$ cat config.mk
export PLATFORM = sky130hd
export DESIGN_NAME = ram_burst_reader
export DESIGN_NICKNAME = d
export VERILOG_FILES = /design/src/rtl/ram_burst_reader.sv
export SDC_FILE = /design/constraint.sdc
export NUM_CORES = 1
export LEC_CHECK = 0
export BUFFER_PORTS_ARGS = -buffer_cell sky130_fd_sc_hd__buf_2
export CAP_MARGIN = 25
export CORE_UTILIZATION = 48
export DETAILED_ROUTE_END_ITERATION = 10
export PLACE_DENSITY_LB_ADDON = 0.12
export SYNTH_ARGS = -nofsm -noshare
export SYNTH_HDL_FRONTEND = slang
export SYNTH_SLANG_ARGS = --single-unit
$ cat constraint.sdc
create_clock -name clk -period 2.1 [get_ports clk]
set_input_delay 0.42 -clock clk [delete_from_list [all_inputs] [get_ports clk]]
set_output_delay 0.42 -clock clk [all_outputs]
set_load 0.03 [all_outputs]
$ cat src/rtl/ram_burst_reader.sv
// Burst read engine: streams len sequential words from a 1-cycle block RAM
// as a valid/ready stream with a last marker. The RAM output register acts
// as the first pipeline stage, so bursts run at one word per clock.
module ram_burst_reader #(
  parameter int unsigned DSIZE = 8,
  parameter int unsigned ASIZE = 10
) (
  input  logic             clk,
  input  logic             rst_n,
  input  logic             start,
  input  logic [ASIZE-1:0] base_addr,
  input  logic [ASIZE:0]   len,
  output logic             busy,
  output logic             done,
  output logic [ASIZE-1:0] ram_addr,
  output logic             ram_en,
  input  logic [DSIZE-1:0] ram_dout,
  output logic [DSIZE-1:0] m_data,
  output logic             m_valid,
  input  logic             m_ready,
  output logic             m_last
);

  localparam int unsigned LW = ASIZE + 1;

  typedef enum logic [1:0] {
    IDLE   = 2'd0,
    READ   = 2'd1,
    FINISH = 2'd2
  } state_t;

  state_t          state;
  state_t          state_nxt;
  logic [LW-1:0]   issue_left;
  logic [LW-1:0]   out_left;
  logic            s1_v;
  logic            advance;
  logic            accept;
  logic            capture;

  // State register
  always_ff @(posedge clk or negedge rst_n) begin
    if (!rst_n) state <= IDLE;
    else        state <= state_nxt;
  end

  // Next state, pipeline handshakes and the RAM read enable.
  // ram_en depends combinationally on m_ready so a full pipe can refill
  // in the same cycle the consumer drains it.
  always_comb begin
    state_nxt = state;
    advance   = s1_v & (~m_valid | m_ready);
    accept    = m_valid & m_ready;
    capture   = (state == IDLE) & start;
    ram_en    = (state == READ) & (issue_left != LW'(0)) & (~s1_v | advance);
    case (state)
      IDLE:    if (start) state_nxt = (len == LW'(0)) ? FINISH : READ;
      READ:    if (accept & m_last) state_nxt = FINISH;
      FINISH:  state_nxt = IDLE;
      default: state_nxt = IDLE;
    endcase
  end

  // Registered status flags derived from the upcoming state
  always_ff @(posedge clk or negedge rst_n) begin
    if (!rst_n) begin
      busy <= 1'b0;
      done <= 1'b0;
    end else begin
      busy <= (state_nxt == READ);
      done <= (state_nxt == FINISH);
    end
  end

  // Issue side: read pointer, words left to request, stage-1 occupancy
  always_ff @(posedge clk or negedge rst_n) begin
    if (!rst_n) begin
      ram_addr   <= '0;
      issue_left <= '0;
      s1_v       <= 1'b0;
    end else begin
      if (capture) begin
        ram_addr   <= base_addr;
        issue_left <= len;
      end else if (ram_en) begin
        ram_addr   <= ram_addr + ASIZE'(1);
        issue_left <= issue_left - LW'(1);
      end
      if (ram_en)       s1_v <= 1'b1;
      else if (advance) s1_v <= 1'b0;
    end
  end

  // Output stage: moves the RAM word into the stream register
  always_ff @(posedge clk or negedge rst_n) begin
    if (!rst_n) begin
      out_left <= '0;
      m_data   <= '0;
      m_valid  <= 1'b0;
      m_last   <= 1'b0;
    end else begin
      if (capture)      out_left <= len;
      else if (advance) out_left <= out_left - LW'(1);
      if (advance) begin
        m_data  <= ram_dout;
        m_valid <= 1'b1;
        m_last  <= (out_left == LW'(1));
      end else if (accept) begin
        m_valid <= 1'b0;
        m_last  <= 1'b0;
      end
    end
  end

endmodule
==> results_dict.tcl, run 1 <==
set metrics [dict create \
    timing.rr.start "issue_left[1]" \
    synth_largest_area_cell "dfrtp_1" \
    core-area_sq_um 4786 \
    yosysSeqAreaShare 0.4870 \
    path_class "reg -> out" \
    cap_viol_max_count 0 \
    n_antenna_cell 0 \
    seq_area_sq_um 1176 \
    hold_violations 0 \
    routed_wl_mm 5.645 \
    drtPass1Iterations 4 \
    ant_nets 0 \
    end_kind "primary output" \
    violations "setup timing" \
    grt_max_degree 29 \
    status "finished with violations" \
    vias_per_cell 5.462 \
    synth_area_leaders "dfrtp_1, o21ai_0, mux2_2" \
    cts_tree "built" \
    crit_arrival_ps 1690 \
    dieWidth_um 72.93 \
    rsz0062_at_grt "true" \
    setup_violations 1 \
    utilization 0.6272 \
    synth_nets 280 \
    die_y_um 72.93 \
    gp_congestion 0.8329 \
    synth_cell_type_count 42 \
    multiInputGateArea_sq_um 1171 \
    ctsHtreeMaxLevel 2 \
    portBuffers 55 \
    critPathMaxFanout 4 \
    synth_commonest_cells "dfrtp_1, o21ai_0, nand2_1" \
    wire_per_inst_um 14.74 \
    grt_pass1_wl_mm 9.487 \
    yosys_warnings 0 \
    rr_worst_depth 9 \
    ios 56 \
    synthCells 242 \
    fp.dieArea_sq_um 5319 \
    tightest_slew_ps 513.9 \
    drc 0 \
    antenna_found_initial 0 \
    place_area_sq_um 2850 \
    synth_flop_cell "dfrtp_1" \
    vias 2092 \
    layout_setup_ws_ps -14.38 \
    leakage_nw 1.379 \
    cp-start-kind "flip-flop" \
    fmax_mhz 473.0 \
    drt_iter0_drc 93 \
    clk_path_buf_depth 2 \
    syn_to_final_growth_pct 24.30 \
    async_reset_ff_frac 1.000 \
    maxSlewViolCount 0 \
    worstPathCellList "or3_4, and4b_1, or2_4, inv_6, buf_6" \
    grt_pass1_vias 2026 \
    num-nets-final 353 \
    initial_core_util 0.5046 \
    fillers 419 \
    p_per_area_nw_per_um2 1502 \
    cts-buffers-inserted 5 \
    critPathTopFamily "simple AND/OR/NAND/NOR gates" \
    fin_crit_ps 2114 \
    path_clk_slew_ps 90 \
    slowest_delay_ps 390 \
    skew_ps 9.640 \
    r2r_end "issue_left[6]" \
    avgSynthCellArea_sq_um 9.979 \
    worstSkewPairLatency_ps 300 \
    crit_slowest_cell "dfrtp_1" \
    finalInstanceArea_sq_um 3002 \
    maxSlewHeadroom 0.6574 \
    synth_edf_count 0 \
    clock-sinks 47 \
    overflow 0 \
    crit_required_ps 1680 \
    crit_buf_inv 2 \
    hp-class "in -> async" \
    r2r_slack_ps 90 \
    period_share 1.007 \
    netlist.area_leader.share 0.4870 \
    dpl.hpwl_mm 4.101 \
    cts-root-buf "clkbuf_8" \
    drive_above_1_share 0.3101 \
    synth-seq-cells 47 \
    syn_area_sq_um 2415 \
    yosysMostFrequentCell "dfrtp_1" \
    grt_usage 0.2354 \
    rows 25 \
    ir_drop_uv 1038 \
]
-- per-stage QoR --
stage | setup WS [ps] | total power, mW | hold slack [ps] | setup TNS (ps) | cells
global placement | 119.0 | 3.779 | 423.5 | 0 | 370
CTS | 0.7491 | 4.491 | 98.77 | 0 | 381
finish | -14.38 | 4.509 | 80.68 | -14.38 | 383
detailed placement | 89.43 | 3.816 | 428.2 | 0 | 370
global route | -88.12 | 4.848 | 114.6 | -181.0 | 383
floorplan | 47.69 | 3.171 | 124.4 | 0 | 242
-- report_power, final --
part | internal (mW) | total, mW | switching, mW
combinational | 1.03 | 2.32 | 1.29
clock | 0.235 | 0.552 | 0.317
sequential | 1.30 | 1.64 | 0.334
-- worst register-to-register path: stages, from the launching register on --
cell and delay [ps]:
dfrtp_1 360, inv_1 70, ha_2 170, nor2b_4 120, and4b_1 190, or2_4 270, buf_4 150, buf_4 170
o41ai_1 350, a21o_1 120
-- final cells by class --
cell class,instances,share of cell area
clock inverter,3,0.006253
clock buffer,5,0.02293
tap,67,0.02793
inverter,7,0.01042
multi-input combinational,178,0.3902
timing repair buffer,76,0.1505
sequential,47,0.3918
-- flip-flops by register name (all words and copies together), names as in the netlist, 2 cells and up --
signal      flops
issue_left     11
out_left       11
ram_addr       10
m_data          8
state           2
-- cells by family (layout without fill, tap and decap cells) --
family | count (synthesis) | in the layout | synth area share
xor+xnor | 13 | 13 | 0.04715
simple gates | 93 | 93 | 0.2031
fa+ha+maj | 5 | 5 | 0.02591
buf+inv | 17 | 91 | 0.03523
mux | 9 | 9 | 0.04145
flops | 47 | 47 | 0.4870
compound gates | 58 | 58 | 0.1601
-- metal layers --
| layer | global-route usage | part of all wire | vias to the layer above |
|---|---|---|---|
| met4 | 0.08715 | 0.020 | 0 |
| met1 | 0.3280 | 0.47 | 985 |
| met5 | 0 | 0 | - |
| li1 | - | - | 1022 |
| met3 | 0.03591 | 0.057 | 12 |
| met2 | 0.3728 | 0.45 | 73 |
-- cell usage in the layout (no fill, tap or decap), drive strengths merged, types with 4 or more instances in the layout --
master / instances
nor2: 18
clkbuf: 5
nor4: 5
a221o: 8
inv: 8
ha: 5
a21oi: 9
dfrtp: 47
nand3b: 4
buf: 76
or3: 5
mux2: 8
xnor2: 10
a21o: 5
nand3: 7
o21ai: 23
nand2: 19
nand2b: 5
nor3: 10
-- how the worst max path moves through the flow --
stage                        from             end  slack (ps)  depth (start not counted)
global route        issue_left[7]          ram_en         -90                          5
floorplan           issue_left[5]  issue_left[10]          50                          8
CTS                 issue_left[7]          ram_en         0.7                          5
finish              issue_left[5]          ram_en         -10                          5
global placement    issue_left[0]  issue_left[10]         120                          9
detailed placement  issue_left[7]     ram_addr[5]          90                          6
-- repair_timing --
item | in CTS | in global routing
hold buffers | 0 | 0
setup buffers | 3 | 2
pin swaps | 2 | 2
endpoints found under the setup margin | 1 | 3
resized for setup | 9 | 0
Power figures use the tool's default switching activity.
==> inputs of run 2 (changes only) <==
Settings changed: ABC_AREA set to 1, CORE_UTILIZATION 48 to 49.
==> run 2 against run 1 <==
Compared with the run above: largest cell class is now multi-input gates; wire length up 18%; fmax rose by 8.1%; non-clock buffer count decreased by 12; the run now ends clean.
==> results_dict.tcl, run 2 <==
set metrics [dict create \
    status "finished, final reports clean" \
    layout_setup_ws_ps 144.6 \
    fin_hold_ws_ps 72.62 \
    path_clk_slew_ps 100 \
    avgSynthCellArea_sq_um 7.190 \
    vias 2627 \
    setup_violations 0 \
    critPathMaxFanout 5 \
    maxSlewViolCount 0 \
    maxSlewHeadroom 0.5366 \
    hp-class "in -> async" \
    grt_pass1_wl_mm 11.01 \
    skew_ps 6.585 \
    n_antenna_cell 0 \
    async_reset_ff_frac 1.000 \
    clock-sinks 47 \
    crit_top_cell "nor2_1" \
    ios 56 \
    cap_viol_max_count 0 \
    synth_flop_cell "dfrtp_1" \
    path_class "reg -> out" \
    period_share 0.9311 \
    num-nets-final 476 \
    p_per_area_nw_per_um2 1453 \
    gp_congestion 0.8990 \
    fmax_mhz 511.4 \
    dieWidth_um 76.18 \
    final_cell_count_no_fill 509 \
    synth_nets 413 \
    drc 0 \
    worstPathCellList "inv_2, ha_1, inv_1, nor2_1, nand2_1, nor2_1, nor2_1, buf_4" \
    reg.largest.list "issue_left (11), out_left (11), ram_addr (10)" \
    crit_arrival_ps 1540 \
    slowest_delay_ps 410 \
    fp.dieArea_sq_um 5803 \
    cts-root-buf "clkbuf_8" \
    crit_slowest_cell "dfrtp_1" \
    netlist.area_leader.share 0.4362 \
    grt_max_degree 27 \
    crit_required_ps 1680 \
    overflow 0 \
    core-area_sq_um 5205 \
    synth_largest_area_cell "dfrtp_1" \
    worstSkewPairLatency_ps 310 \
    yosys_warnings 0 \
    grt_pass1_vias 2335 \
    clk_path_buf_depth 2 \
    synth_edf_count 0 \
    ir_drop_uv 884.9 \
    rows 26 \
    final_cell_mix "nand2_1, buf_2, dfrtp_1" \
    synth_area_leaders "dfrtp_1, nand2_1, nand3_1" \
    syn_area_sq_um 2696 \
    die_y_um 76.18 \
    antenna_found_initial 0 \
    drtPass1Iterations 4 \
    drive_above_1_share 0.1913 \
    synthCells 375 \
    power_mw 4.668 \
    post-place-ws_ps 354.6 \
    cts-buffers-inserted 5 \
    hold_violations 0 \
    ant_nets 0 \
    synth_cell_type_count 31 \
    vias_per_cell 5.161 \
    yosysMostFrequentCell "nand2_1" \
    fillers 513 \
    leakage_nw 1.705 \
    initial_core_util 0.5180 \
    synth_commonest_cells "nand2_1, dfrtp_1, nand3_1" \
    yosysSeqAreaShare 0.4362 \
    layout_commonest_cell "nand2_1" \
    wire_per_inst_um 13.03 \
    routed_wl_mm 6.633 \
    syn_to_final_growth_pct 19.16 \
    dp.cells 498 \
    cts_tree "built" \
    tightest_slew_ps 694.3 \
    grt_usage 0.2401 \
    fin_tns_setup_ps 0 \
    synth-seq-cells 47 \
    ctsHtreeMaxLevel 2 \
    cp-start-kind "flip-flop" \
    rr_worst_depth 10 \
    drt_iter0_drc 114 \
    end_kind "primary output" \
    portBuffers 55 \
    dpl.hpwl_mm 4.860 \
    fin_crit_ps 1955 \
]
run 2: layout make-up:
| class | instances | area [sq um] | share of cell area |
|---|---|---|---|
| multi-input combinational | 281 | 1329 | 0.4136 |
| inverter | 39 | 146.4 | 0.04556 |
| timing repair buffer | 64 | 357.8 | 0.1114 |
| clock buffer | 5 | 68.82 | 0.02142 |
| tap | 70 | 87.58 | 0.02726 |
| clock inverter | 3 | 47.55 | 0.01480 |
| sequential | 47 | 1176 | 0.3660 |
run 2: metrics by stage:
step	cell area [sq um]	util
final	3213	0.6173
after global routing	3213	0.6173
after detailed placement	3072	0.5901
after CTS	3188	0.6125
after floorplan	2696	-
after global placement	3072	0.5901
run 2: worst paths after layout:
| kind | start | to | slack (ps) |
|---|---|---|---|
| min in group clk | ram_dout[1] | m_data[1] | 300 |
| max | issue_left[0] | ram_en | 140 |
| max in group asynchronous | rst_n | issue_left[10] | 1500 |
| min | rst_n | s1_v | 70 |
| max reg2reg | issue_left[0] | ram_addr[2] | 430 |
| min reg2reg | m_data[4] | m_data[4] | 480 |
run 2: critical path, delay by kind of cell, from the launching register on:
family / cells / cell delay, ps
adder cells (fa/ha/maj): 1 / 150
buffers and inverters: 3 / 310
flip-flops: 1 / 410
AND/OR/NAND/NOR: 4 / 370
run 2: timing repair:
item / 4_1_cts / 5_1_grt
buffers inserted: 0 / 3
setup endpoints to repair: 0 / 1
resized for setup: 0 / 4
hold endpoints to repair: 0 / 0
hold buffers: 0 / 0
run 2: logic make-up after synthesis:
logic type	Yosys count	synth area share
xor+xnor	8	0.02599
flops	47	0.4362
buf+inv	47	0.07100
compound gates	39	0.08770
fa+ha+maj	5	0.02320
simple gates	229	0.3559
run 2: where the power goes:
part           internal (mW)  switching (mW)
registers               1.28           0.364
logic                  0.804            1.52
clock network          0.361           0.340
run 2: routing by layer:
layer	GRT usage	part of all wire	vias to the layer above
met3	0.04192	0.057	15
met4	0.07500	0.016	0
met1	0.3224	0.45	1198
met2	0.3964	0.47	86
li1	-	-	1328
met5	0	0	-
